<file path="src/rtl/pc_redirect_unit.sv">
// Fetch PC register with branch/jump redirect, flush generation and parking of a
// redirect that arrives while instruction memory holds fetch. Optional BRANCH_STATS_EN adds branch counters.
module pc_redirect_unit #(
  parameter int              XLEN     = 32,
  parameter logic [XLEN-1:0] RESET_PC = '0
) (
  input  logic            clk,
  input  logic            reset_n,
  input  logic            Branch,
  input  logic            Btaken,
  input  logic            Jump,
  input  logic [XLEN-1:0] target_addr,
  input  logic            hazard_stall,
  input  logic            fetch_hold,
  output logic [XLEN-1:0] PC,
  output logic [XLEN-1:0] PC_plus4,
  output logic            flush_IFID,
  output logic            flush_IDEX,
  output logic            redirect_pending,
  output logic            misalign
`ifdef BRANCH_STATS_EN
  ,
  output logic [31:0]     branch_cnt,
  output logic [31:0]     taken_cnt
`endif
);

  typedef enum logic {
    NORMAL  = 1'b0,
    PENDING = 1'b1
  } state_t;

  state_t          state_q, state_d;
  logic [XLEN-1:0] pc_q, pc_d;
  logic [XLEN-1:0] parked_q, parked_d;
  logic [XLEN-1:0] eff_target;
  logic            redirect;
  logic            misalign_q;
  logic            flush_ifid_c, flush_idex_c;

  // Bit 0 of the target is never used; Branch only feeds the optional counters.
  logic            unused_inputs;
  assign unused_inputs = ^{Branch, target_addr[0]};

  assign redirect   = Btaken | Jump;
  assign eff_target = {target_addr[XLEN-1:1], 1'b0};

  // NOTE: every variable assigned in this block gets a default first so no latch is inferred.
  always_comb begin
    state_d      = state_q;
    pc_d         = pc_q;
    parked_d     = parked_q;
    flush_ifid_c = 1'b0;
    flush_idex_c = 1'b0;

    unique case (state_q)
      NORMAL: begin
        if (redirect) begin
          // Redirect beats hazard_stall: the stalled instruction is wrong-path anyway.
          flush_ifid_c = 1'b1;
          flush_idex_c = 1'b1;
          if (fetch_hold) begin
            parked_d = eff_target;
            state_d  = PENDING;
          end else begin
            pc_d = eff_target;
          end
        end else if (!(hazard_stall || fetch_hold)) begin
          pc_d = pc_q + XLEN'(4);
        end
      end

      PENDING: begin
        // Anything fetched while parked is wrong-path and must never reach ID.
        flush_ifid_c = 1'b1;
        if (redirect) begin
          flush_idex_c = 1'b1;
          parked_d     = eff_target;
        end
        if (!fetch_hold) begin
          pc_d    = redirect ? eff_target : parked_q;
          state_d = NORMAL;
        end
      end

      default: state_d = NORMAL;
    endcase
  end

  // NOTE: sequential state uses non-blocking assignments so all registers update from pre-edge values.
  always_ff @(posedge clk or negedge reset_n) begin
    if (!reset_n) begin
      state_q    <= NORMAL;
      pc_q       <= RESET_PC;
      parked_q   <= '0;
      misalign_q <= 1'b0;
    end else begin
      state_q    <= state_d;
      pc_q       <= pc_d;
      parked_q   <= parked_d;
      misalign_q <= redirect & target_addr[1];
    end
  end

  assign PC               = pc_q;
  assign PC_plus4         = pc_q + XLEN'(4);
  assign flush_IFID       = reset_n & flush_ifid_c;
  assign flush_IDEX       = reset_n & flush_idex_c;
  assign redirect_pending = (state_q == PENDING);
  assign misalign         = misalign_q;

`ifdef BRANCH_STATS_EN
  // An EX instruction retires its branch once it is not held, or when it redirects.
  logic ex_advance;
  assign ex_advance = (~hazard_stall & ~fetch_hold) | redirect;

  always_ff @(posedge clk or negedge reset_n) begin
    if (!reset_n) begin
      branch_cnt <= '0;
      taken_cnt  <= '0;
    end else if (Branch && ex_advance) begin
      branch_cnt <= branch_cnt + 32'd1;
      if (Btaken) taken_cnt <= taken_cnt + 32'd1;
    end
  end
`endif

endmodule

</file>
<file path="config.mk">
export PLATFORM = sky130hd
export DESIGN_NAME = pc_redirect_unit
export DESIGN_NICKNAME = d
export VERILOG_FILES = /design/src/rtl/pc_redirect_unit.sv
export SDC_FILE = /design/constraint.sdc
export NUM_CORES = 1
export LEC_CHECK = 0
export BUFFER_PORTS_ARGS = -buffer_cell sky130_fd_sc_hd__buf_4
export CORE_MARGIN = 5
export CORE_UTILIZATION = 35
export DETAILED_ROUTE_END_ITERATION = 8
export PLACE_DENSITY = 0.66
export SLEW_MARGIN = 10
export SYNTH_ARGS = -nofsm -noshare
export SYNTH_HDL_FRONTEND = slang
export SYNTH_SLANG_ARGS = --single-unit
</file>
<file path="constraint.sdc">
create_clock -name clk -period 3.1 [get_ports clk]
set_clock_uncertainty 0.05 [all_clocks]
set_input_delay 0.155 -clock clk [delete_from_list [all_inputs] [get_ports clk]]
set_output_delay 0.155 -clock clk [all_outputs]
set_load 0.005 [all_outputs]
</file>
==> impl_metrics.tcl, run 1 <==
set metrics [dict create \
    numPortBuffers 104 \
    drtIter0Drc 243 \
    overflow 0 \
    wire_per_inst_um 19.2 \
    grt_max_degree 44 \
    drv_cap 0 \
    ir_worst_vdd_uv 317 \
    dp_hpwl_mm 9.21 \
    layout_min_cycle_time_ps 2850 \
    hold_depth 2 \
    reg2reg_depth 5 \
    cp.buffers_inverters 1 \
    cts_tree "done" \
    arrival_ps 2640 \
    startpoint_type "flop" \
    vias 4003 \
    numCtsBuffers 9 \
    synthFlopType "dfrtp_1" \
    grt_setup_unrepaired "false" \
    postSynth.asyncResetShare 1.00 \
    timing_hold_violations_final 0 \
    grt_pass1_wl_mm 21.4 \
    core_um2 11500 \
    critPathKind "reg2out" \
    slew_viol_final 0 \
    critPathTopFamily "simple AND/OR/NAND/NOR gates" \
    end_kind "output port" \
    cp_common_cell "nand3_1" \
    post_cts_buffers 0 \
    worstPathCellList "ha_1 > nand3_1 > nor4_1 > nand3_1 > xnor2_1 > buf_4" \
    drc 0 \
    drive_above_1_share 0.324 \
    status "completed" \
    p_leak_nw 2.33 \
    hp-class "in2reg" \
    post-route-period-util 0.918 \
    cts_hold_buf 2 \
    n_antenna_cell 0 \
    grtUsageTotal 0.186 \
    rows 39 \
    viasPerCell 5.78 \
    ys_types 55 \
    finalSetupViolCount 0 \
    die_y_um 119 \
    fin_setup_tns_ps 0 \
    crit_path_max_incr_delay_ps 630 \
    ys_warn_count 0 \
    worstPathRequired_ps 2890 \
    root_buffer "clkbuf_16" \
    tightest_slew_ps 813 \
    synth_area_um2 4150 \
    syn-num-nets 495 \
    place_congestion 0.870 \
    syn2layout_area_growth_pct 31.1 \
    drt-total-wl_mm 13.3 \
    insertion_delay_ps 340 \
    htree_num_levels 3 \
    synth_edf_count 0 \
    path_max_fanout 10 \
    die_w_um 119 \
    clk_path_buf_depth 2 \
    p_per_area_nw_per_um2 555 \
    post_cts_resized 0 \
    io_pins 107 \
    whs_ps 9.81 \
    final_cell_mix "buf_4, dfrtp_1, o21ai_0" \
    start_util 0.360 \
    postSynthCellCount 455 \
    clock_sinks 66 \
    syn_area_per_cell_um2 9.12 \
    ys_ff_latch 66 \
    layout.nets 584 \
    grt_pass1_vias 4126 \
    max_freq_mhz 351 \
    crit_cells 6 \
    slew_headroom 0.456 \
    die_area_um2 14100 \
    ys_seq_area_frac 0.398 \
    first_pass_iters 5 \
    crit_slowest_cell "nor4_1" \
    ant_nets 0 \
    final_common_cell "buf_4" \
    grt_antenna_before_repair 0 \
    clkTransAtPathRegs_ps 60 \
]
cell usage after synthesis (all sizes together) (4+ instances only):
master	number	area (µm²)
a21oi	9	45.0
a221oi	4	35.0
a31oi	6	37.5
and2	6	37.5
and3	12	75.1
and4	4	35.0
buf	9	50.0
clkbuf	33	124
dfrtp	66	1650
inv	12	45.0
mux2	32	360
mux2i	14	140
nand2	38	143
nand3	18	90.1
nand4	15	100
nor2	20	75.1
nor3	6	30.0
nor4	14	93.8
o211ai	11	82.6
o21ai	42	210
o2bb2ai	5	43.8
or2	4	25.0
or3	4	30.0
or4	7	56.3
xnor2	20	175
xor2	6	52.6
sequential cells by signal, summed over array words and instances, names as in the netlist:
name and count:
PC 32, parked_q 32, misalign 1, redirect_pending 1
metal layers:
metal,global-route usage,vias to the layer above,part of all wire
met4,0.0521,0,0.0066
met1,0.235,1985,0.43
met3,0.0569,9,0.075
li1,-,1850,-
met2,0.309,159,0.49
met5,0,-,0
worst paths after layout:
kind | start | endpoint | slack (ps)
setup / recovery | PC[2] | PC_plus4[30] | 250
min in group asynchronous | reset_n | PC[5] | 220
setup reg to reg | PC[2] | PC[14] | 700
hold reg to reg | parked_q[20] | parked_q[20] | 430
max in group asynchronous | reset_n | parked_q[21] | 1880
hold / removal | target_addr[6] | parked_q[6] | 10
per-stage QoR:
stage | cell area, µm² | setup WS [ps] | total power, mW | std cells | util
2_1_floorplan | 4150 | 1010 | 1.48 | 455 | -
3_3_place_gp | 5080 | 686 | 1.85 | 674 | 0.441
3_5_place_dp | 5080 | 605 | 1.88 | 674 | 0.441
4_1_cts | 5440 | 232 | 3.04 | 692 | 0.472
5_1_grt | 5440 | 94.0 | 3.16 | 692 | 0.472
6_report | 5440 | 253 | 3.02 | 692 | 0.472
logic make-up after synthesis:
kind of cell               count (synthesis)  share of synthesized area
buffers and inverters                     54                     0.0528
muxes                                     46                      0.121
DFF                                       66                      0.398
and+or+nand+nor                          157                      0.207
xor gates and xnor gates                  26                     0.0549
AOI/OAI and AO/OA                        105                      0.164
adders and majority gates                  1                    0.00302
power breakdown:
part / switching [mW] / leakage [nW] / total (mW) / internal [mW]
Combinational: 0.327 / 1.38 / 0.720 / 0.393
Sequential: 0.169 / 0.784 / 1.15 / 0.978
Clock: 0.385 / 0.165 / 1.15 / 0.769
Total: 0.881 / 2.33 / 3.02 / 2.14
area by class of cell:
type | count | area [µm²]
repair buffers | 120 | 918
flip-flops and latches | 66 | 1650
clock buffers | 12 | 267
well taps | 143 | 179
fillers | 1093 | 6080
multi-input cells | 335 | 2310
inverters | 12 | 45.0
clock inverters | 4 | 72.6
No activity file was read; power rests on OpenSTA's default activity.
==> run 2, diff against run 1 <==
- BUFFER_PORTS_ARGS: -buffer_cell sky130_fd_sc_hd__buf_4 -> unset
- CTS_BUF_LIST: unset -> sky130_fd_sc_hd__clkbuf_16
- DONT_BUFFER_PORTS: unset -> 1
- PLACE_DENSITY: 0.66 -> 0.58
==> impl_metrics.tcl, run 2 (synthesized netlist as in run 1, its figures left out) <==
set metrics [dict create \
    layout_min_cycle_time_ps 2720 \
    hold_end "PC[10]" \
    grt_max_degree 67 \
    finalPower_mw 2.55 \
    hp-class "in2reg" \
    syn2layout_area_growth_pct 18.1 \
    whs_ps 7.20 \
    grt_setup_unrepaired "false" \
    grt_pass1_wl_mm 21.4 \
    clkTransAtPathRegs_ps 60 \
    worstPathCellList "nand4_1 > buf_4 > or4_1 > or3_4 > xnor2_1" \
    reg2reg_to "PC[31]" \
    r2r-start "PC[6]" \
    grt_most_used_layer "met2" \
    grt_antenna_before_repair 0 \
    drv_cap 0 \
    clk_path_buf_depth 2 \
    drive_above_1_share 0.151 \
    numCtsBuffers 9 \
    clock_sinks 66 \
    final_cell_mix "dfrtp_1, o21ai_0, nand2_1" \
    drc 0 \
    post_dp_cell_area_um2 4290 \
    ir_worst_vdd_uv 258 \
    vias 3702 \
    path_max_fanout 9 \
    drt-total-wl_mm 13.4 \
    dp_hpwl_mm 8.84 \
    start_util 0.360 \
    cts_hold_buf 34 \
    final_common_cell "dfrtp_1" \
    fin_ws_ps 376 \
    met1_usage 0.250 \
    n_antenna_cell 0 \
    tightest_slew_ps 835 \
    hp-start "target_addr[10]" \
    grt_pass1_vias 3780 \
    htree_num_levels 3 \
    final_util 0.426 \
    end_kind "output port" \
    critPathTopFamily "simple AND/OR/NAND/NOR gates" \
    die_w_um 119 \
    rows 39 \
    io_pins 107 \
    fillers 1176 \
    crit_slowest_cell "or4_1" \
    p_per_area_nw_per_um2 520 \
    overflow 0 \
    status "completed" \
    critPathKind "reg2out" \
    die_y_um 119 \
    p_leak_nw 1.93 \
    gr-usage-met3 0.0564 \
    final_cells 620 \
    r2r_setup_slack_ps 690 \
    worstPathRequired_ps 2890 \
    post_cts_resized 0 \
    max_freq_mhz 367 \
    drtIter0Drc 228 \
    startpoint_type "flop" \
    layout.nets 512 \
    ant_nets 0 \
    post_cts_buffers 0 \
    numPortBuffers 0 \
    cp.buffers_inverters 1 \
    dp_cells 570 \
    fin_area_um2 4900 \
    die_area_um2 14100 \
    place_congestion 0.840 \
    reg2reg_depth 5 \
    wire_per_inst_um 21.6 \
    slew_viol_final 0 \
    first_pass_iters 5 \
    cts_tree "done" \
    viasPerCell 5.97 \
    timing_hold_violations_final 0 \
    insertion_delay_ps 330 \
    hold_depth 2 \
    grtUsageMet2 0.306 \
    finalSetupViolCount 0 \
    post-route-period-util 0.879 \
    root_buffer "clkbuf_16" \
    slew_headroom 0.443 \
    arrival_ps 2520 \
    place_ws_ps 699 \
    fin_setup_tns_ps 0 \
    grtUsageTotal 0.188 \
    core_um2 11500 \
    crit_path_max_incr_delay_ps 580 \
]
## run 2: cell type report
type | instances | area [µm²] | share of cell area
Multi-Input combinational cell | 335 | 2310 | 0.471
Clock buffer | 9 | 225 | 0.0460
Tap cell | 143 | 179 | 0.0365
Timing Repair Buffer | 48 | 463 | 0.0945
Inverter | 12 | 45.0 | 0.00919
Clock inverter | 7 | 30.0 | 0.00613
Sequential cell | 66 | 1650 | 0.337
## run 2: metal layers
metal	share of wire	wire, µm
met1	0.44	5850
met2	0.48	6370
met3	0.080	1070
met4	0.0073	98
met5	0	0
## run 2: how the worst max path moves through the flow
stage	depth (start not counted)	slack, ps	end	from
5_1_grt	5	250	PC_plus4[31]	PC[6]
4_1_cts	5	350	PC_plus4[31]	PC[6]
3_3_place_gp	5	700	PC[31]	PC[6]
3_5_place_dp	5	700	PC[31]	PC[6]
2_1_floorplan	6	1010	PC[31]	PC[6]
6_report	5	380	PC_plus4[31]	PC[6]
## run 2: report_power, final
| part | internal (mW) | switching (mW) |
|---|---|---|
| Clock | 0.525 | 0.374 |
| Combinational | 0.233 | 0.247 |
| Sequential | 0.978 | 0.190 |
| Total | 1.74 | 0.810 |
